### src/rtl/imem_boot_loader.sv
// Byte-serial instruction-memory loader: parses a length/payload/XOR-checksum frame,
// writes assembled 32-bit words into instruction memory, then releases the CPU from reset.
module imem_boot_loader #(
  parameter int ADDR_W    = 8,
  parameter int BASE_ADDR = 0
) (
  input  logic              clk,
  input  logic              rst,
  input  logic              start,
  input  logic              in_valid,
  input  logic [7:0]        in_data,
  output logic              in_ready,
  output logic              imem_we,
  output logic [ADDR_W-1:0] imem_addr,
  output logic [31:0]       imem_wdata,
  output logic              cpu_rst,
  output logic              done,
  output logic              err
);

  typedef enum logic [2:0] {
    S_IDLE,
    S_LEN_LO,
    S_LEN_HI,
    S_DATA,
    S_CHECK,
    S_DONE,
    S_ERROR
  } state_t;

  localparam logic [ADDR_W-1:0] BASE = ADDR_W'(BASE_ADDR);

  state_t      state;
  state_t      next_state;
  logic [7:0]  len_lo;
  logic [15:0] len;
  logic [15:0] word_cnt;
  logic [1:0]  lane;
  logic [23:0] word_buf;
  logic [7:0]  chk;

  logic        accept;
  logic        start_ok;
  logic [15:0] len_full;
  logic        len_too_big;
  logic        last_word;

  assign in_ready    = (state == S_LEN_LO) || (state == S_LEN_HI) ||
                       (state == S_DATA)   || (state == S_CHECK);
  assign cpu_rst     = (state != S_DONE);
  assign done        = (state == S_DONE);
  assign err         = (state == S_ERROR);
  assign accept      = in_valid && in_ready;
  assign start_ok    = start && ((state == S_IDLE) || (state == S_DONE) || (state == S_ERROR));
  assign len_full    = {in_data, len_lo};
  // 17-bit compare so a full 2^ADDR_W-word program is still accepted
  assign len_too_big = ({1'b0, len_full} > (17'd1 << ADDR_W));
  assign last_word   = (word_cnt == (len - 16'd1));

  always_ff @(posedge clk or posedge rst) begin
    if (rst) begin
      state <= S_IDLE;
    end else begin
      state <= next_state;
    end
  end

  always_comb begin
    next_state = state;
    case (state)
      S_IDLE: begin
        if (start) next_state = S_LEN_LO;
      end
      S_LEN_LO: begin
        if (accept) next_state = S_LEN_HI;
      end
      S_LEN_HI: begin
        if (accept) begin
          if (len_full == 16'd0) next_state = S_CHECK;
          else if (len_too_big)  next_state = S_ERROR;
          else                   next_state = S_DATA;
        end
      end
      S_DATA: begin
        if (accept && (lane == 2'd3) && last_word) next_state = S_CHECK;
      end
      S_CHECK: begin
        if (accept) next_state = ((chk ^ in_data) == 8'd0) ? S_DONE : S_ERROR;
      end
      S_DONE, S_ERROR: begin
        if (start) next_state = S_LEN_LO;
      end
      default: next_state = S_IDLE;
    endcase
  end

  // Datapath: byte assembly, running checksum and the one-cycle write strobe
  always_ff @(posedge clk or posedge rst) begin
    if (rst) begin
      len_lo     <= 8'd0;
      len        <= 16'd0;
      word_cnt   <= 16'd0;
      lane       <= 2'd0;
      word_buf   <= 24'd0;
      chk        <= 8'd0;
      imem_we    <= 1'b0;
      imem_addr  <= '0;
      imem_wdata <= 32'd0;
    end else begin
      imem_we <= 1'b0;
      if (start_ok) begin
        word_cnt <= 16'd0;
        lane     <= 2'd0;
        chk      <= 8'd0;
      end
      if (accept) begin
        chk <= chk ^ in_data;
        case (state)
          S_LEN_LO: len_lo <= in_data;
          S_LEN_HI: len    <= len_full;
          S_DATA: begin
            lane <= lane + 2'd1;
            case (lane)
              2'd0: word_buf[7:0]   <= in_data;
              2'd1: word_buf[15:8]  <= in_data;
              2'd2: word_buf[23:16] <= in_data;
              default: begin
                imem_we    <= 1'b1;
                imem_addr  <= BASE + word_cnt[ADDR_W-1:0];
                imem_wdata <= {in_data, word_buf};
                word_cnt   <= word_cnt + 16'd1;
              end
            endcase
          end
          default: ;
        endcase
      end
    end
  end

endmodule
### config.mk
export PLATFORM = sky130hd
export DESIGN_NAME = imem_boot_loader
export DESIGN_NICKNAME = d
export VERILOG_FILES = /design/src/rtl/imem_boot_loader.sv
export SDC_FILE = /design/constraint.sdc
export NUM_CORES = 1
export LEC_CHECK = 0
export CORE_MARGIN = 2
export CORE_UTILIZATION = 30
export CTS_CLUSTER_DIAMETER = 50
export DETAILED_ROUTE_END_ITERATION = 8
export MAX_ROUTING_LAYER = met4
export PLACE_DENSITY = 0.52
export SLEW_MARGIN = 20
export SYNTH_ARGS = -nofsm -noshare
export SYNTH_HDL_FRONTEND = slang
export SYNTH_SLANG_ARGS = --single-unit
### constraint.sdc
create_clock -name clk -period 5.6 [get_ports clk]
set_clock_uncertainty 0.15 [all_clocks]
set_input_delay 1.12 -clock clk [delete_from_list [all_inputs] [get_ports clk]]
set_output_delay 1.12 -clock clk [all_outputs]
set_load 0.02 [all_outputs]
==> impl_metrics.csv <==
group,metric,value,unit
global_route,antenna_found_initial,0,
setup_path,r2r-end,"state[1]$_DFFE_PP0P_",
cts,cts_tree,"yes",
die,die_y,142,um
setup_path,path_cells,"clkdlybuf4s50_1 > nand2_1 > nor2_1 > nand2_1 > inv_1 > buf_4 > and3_1 > nand4_1 > mux2i_1",
pwr,p_leak,3.24,nW
die,dieArea,20200,um^2
setup_path,r2r-start,"len[0]$_DFFE_PP0P_",
final_layout,antenna_cells,0,
sta,relSlewSlack,0.448,
die,ios,57,
route,remaining_drc_errors,0,
sta,finalHoldViolCount,0,
die,start_util,0.305,
logic_synthesis,synth_cell_types,50,
setup_path,ff2ff_path_depth,9,
setup_path,critPathMaxFanout,48,
global_route,grt_max_degree,49,
die,coreArea,18700,um^2
setup_path,worstSetupStartpointType,"input pin",
cts,numClockSinks,118,
sta,drv_slew,0,
sta,period_needed,3.46,ns
logic_synthesis,synth_seq_cells,118,
sta,fmax,289,MHz
sta,tightest_slew,0.822,ns
cts,insertion_delay,0.42,ns
route,dr.first_iter.drc_count,249,
final_layout,layout-area-overhead-vs-synth,24.7,%
logic_synthesis,post_synth_xor_area_fraction,0.0475,
logic_synthesis,synth_compound_area_frac,0.0821,
min_path,min_path_type,"reg2reg",
logic_synthesis,synth.most_common_cell,"nand2_1",
setup_path,reg2reg_slack,2.30,ns
setup_path,crit_top_cell,"nand2_1",
logic_synthesis,yosys.area_share.adder,0.0131,
pwr,p_clk_frac,0.318,
sta,fin_crit_sh,0.619,
pwr,powerDensity,538,nW/um^2
global_route,grt_pass1_wl,23600,um
logic_synthesis,synth_nets,603,
logic_synthesis,synth-seq-area-share,0.517,
die,dieWidth,142,um
sta,fin_ws,2.14,ns
pwr,swShare,0.333,
min_path,min-delay-start,"word_buf[7]$_DFFE_PP0P_",
cts,cts_buffer_depth,2,
setup_path,crit_family,"buffers and inverters",
place,finalWeightedCongestion,0.829,
setup_path,crit_type,"in2reg",
die,rows,50,
global_route,grt_pass1_vias,4407,
min_path,hold_path_depth,2,
sta,rsz0062_at_grt,"false",
logic_synthesis,synth_mux_area_frac,0.0994,
cts,cts.clk_slew.worst_paths,0.05,ns
setup_path,arrival,3.64,ns
job,cap_violations,0,
logic_synthesis,synth_top_family_by_area,"simple AND/OR/NAND/NOR gates",
logic_synthesis,synthTopCellsByArea,"dfrtp_1 52%, nand2_1 12%, mux2_2 8.3%, xnor2_1 3.5%, o21ai_0 2.0%",
final_layout,fin_nets,650,
place,dp_hpwl,9530,um
cts,clockRootBuffer,"clkbuf_16",
setup_path,worst-path-buf-inv,3,
final_layout,num-fill-cells,1833,
sta,setup_viol,0,
cts,post_cts_buffers,0,
setup_path,end_kind,"flop",
min_path,hold_end,"imem_wdata[7]$_DFFE_PP0P_",
run_status,status,"finished clean",
logic_synthesis,ys_async_sr_fraction,1.00,
pwr,internal-power,2.56,mW
logic_synthesis,syn_avg_cell_area,9.77,um^2
route,post_drt_wl_per_cell,16.1,um
final_layout,final_cells,878,
global_route,gr-total-overflow,0,
pwr,sequentialPowerShare,0.369,
logic_synthesis,ys_warn_count,0,
cts,cts_resized,0,
logic_synthesis,synthCells,585,
logic_synthesis,syn_area,5710,um^2
route,viasPerCell,4.86,
place,dp.cells,847,
logic_synthesis,synth.top_cell.area_share,0.517,
pwr,peakVddDrop,350,uV
place,post-place-ws,1.73,ns
setup_path,slowest_delay,0.62,ns
sta,finalSetupTns,0,ns
logic_synthesis,synth_commonest_cells,"181 x nand2_1, 118 x dfrtp_1, 42 x mux2_2, 27 x clkbuf_1",
route,first_pass_iters,4,
setup_path,slowest_stage,"clkdlybuf4s50_1",
global_route,grt_use_total,0.156,
route,ant_nets,0,
place,portBuffers,56,
cts,cts-buffers-inserted,17,
cts,cts_hold_buffers,0,
route,routed_wl,14200,um
logic_synthesis,synth_simple_gate_area_frac,0.211,
setup_path,critPathRequiredTime,5.78,ns
logic_synthesis,synthFlopType,"dfrtp_1",
route,vias,4263,
cts,h-tree-depth,4,
pwr,total_power,3.83,mW
final_layout,drive_gt1_frac,0.132,
pwr,switchingPower,1.28,mW
logic_synthesis,synth_edf_count,0,
pwr,p_comb_frac,0.314,
logic_synthesis,netlist.top_cell.by_area,"dfrtp_1",
-- cell type report --
cell class / instances / area [um^2] / area share
Clock buffer: 23 / 488 / 0.0685
Inverter: 9 / 36.3 / 0.00509
Timing Repair Buffer: 61 / 598 / 0.0839
Sequential cell: 118 / 2950 / 0.414
Tap cell: 234 / 293 / 0.0411
Clock inverter: 8 / 169 / 0.0237
Multi-Input combinational cell: 425 / 2590 / 0.363
-- worst min-delay path: cells and delay by family, from the launching register on --
family        cells  cell delay [ns]
simple gates      2             0.10
flops             1             0.34
-- sequential cells by signal (all words and copies together), names as in the netlist --
signal,cells
chk,8
imem_addr,8
imem_wdata,32
imem_we,1
lane,2
len,16
len_lo,8
state,3
word_buf,24
word_cnt,16
-- cells by family after synthesis --
group	Yosys count
muxes	51
and+or+nand+nor	273
AOI/OAI and AO/OA	64
buffers and inverters	42
adders and majority gates	6
xor gates and xnor gates	31
DFF	118
-- worst max-delay path by stage --
stage	start	endpoint	cells after the start
after CTS	in_valid	word_cnt[10]$_DFF_PP0_	9
after detailed placement	in_valid	word_cnt[10]$_DFF_PP0_	9
after floorplan	rst	chk[0]$_DFFE_PP0P_	1
after global routing	in_valid	word_cnt[10]$_DFF_PP0_	9
final	in_valid	word_cnt[10]$_DFF_PP0_	9
after global placement	in_valid	word_cnt[10]$_DFF_PP0_	9
-- stage by stage --
step,utilization,hold WS (ns),instance area [um^2]
2_1_floorplan,-,0.283,5710
3_3_place_gp,0.346,0.301,6470
3_5_place_dp,0.346,0.300,6470
4_1_cts,0.381,0.317,7130
5_1_grt,0.381,0.337,7130
6_report,0.381,0.315,7130
-- cell usage in the layout, fill, tap and decap left out, types with 2 or more instances in the layout --
cell type and instances:
and3_1 5, clkbuf_1 2, nand2b_1 3, a2111oi_4 2
inv_1 7, nand3_1 16, o221ai_1 2, xor2_1 8
clkinv_2 2, clkbuf_16 17, a32o_1 3, buf_4 5
a31oi_1 2, nor3_1 13, nor2b_1 2, nand2_1 181
clkdlybuf4s50_1 56, o211ai_1 6, nor4_1 5, nor2_1 18
ha_1 6, clkbuf_8 4, a21oi_1 4, bufinv_16 5
nor3b_1 9, or3_1 4, nand4_1 9, a21o_1 8
o21ai_0 23, a211oi_1 3, dfrtp_1 118, mux2_2 42
xnor2_1 23, o31ai_1 4, mux2i_1 8
-- power groups by stage --
stage          Sequential (mW)  Clock, mW  Combinational (mW)
6_report                  1.41       1.22                1.20
2_1_floorplan             1.42          0               0.793
5_1_grt                   1.46       1.28                1.33
3_3_place_gp              1.42          0                1.18
3_5_place_dp              1.42          0                1.21
4_1_cts                   1.41       1.24                1.22
-- routing by layer --
metal  track usage  vias to the layer above  share of wire
li1              -                     2080              -
met2         0.244                       84           0.47
met3        0.0410                       17          0.036
met1         0.196                     2082           0.48
met5             -                        -              0
met4        0.0537                        0          0.017
Power figures use the tool's default switching activity.
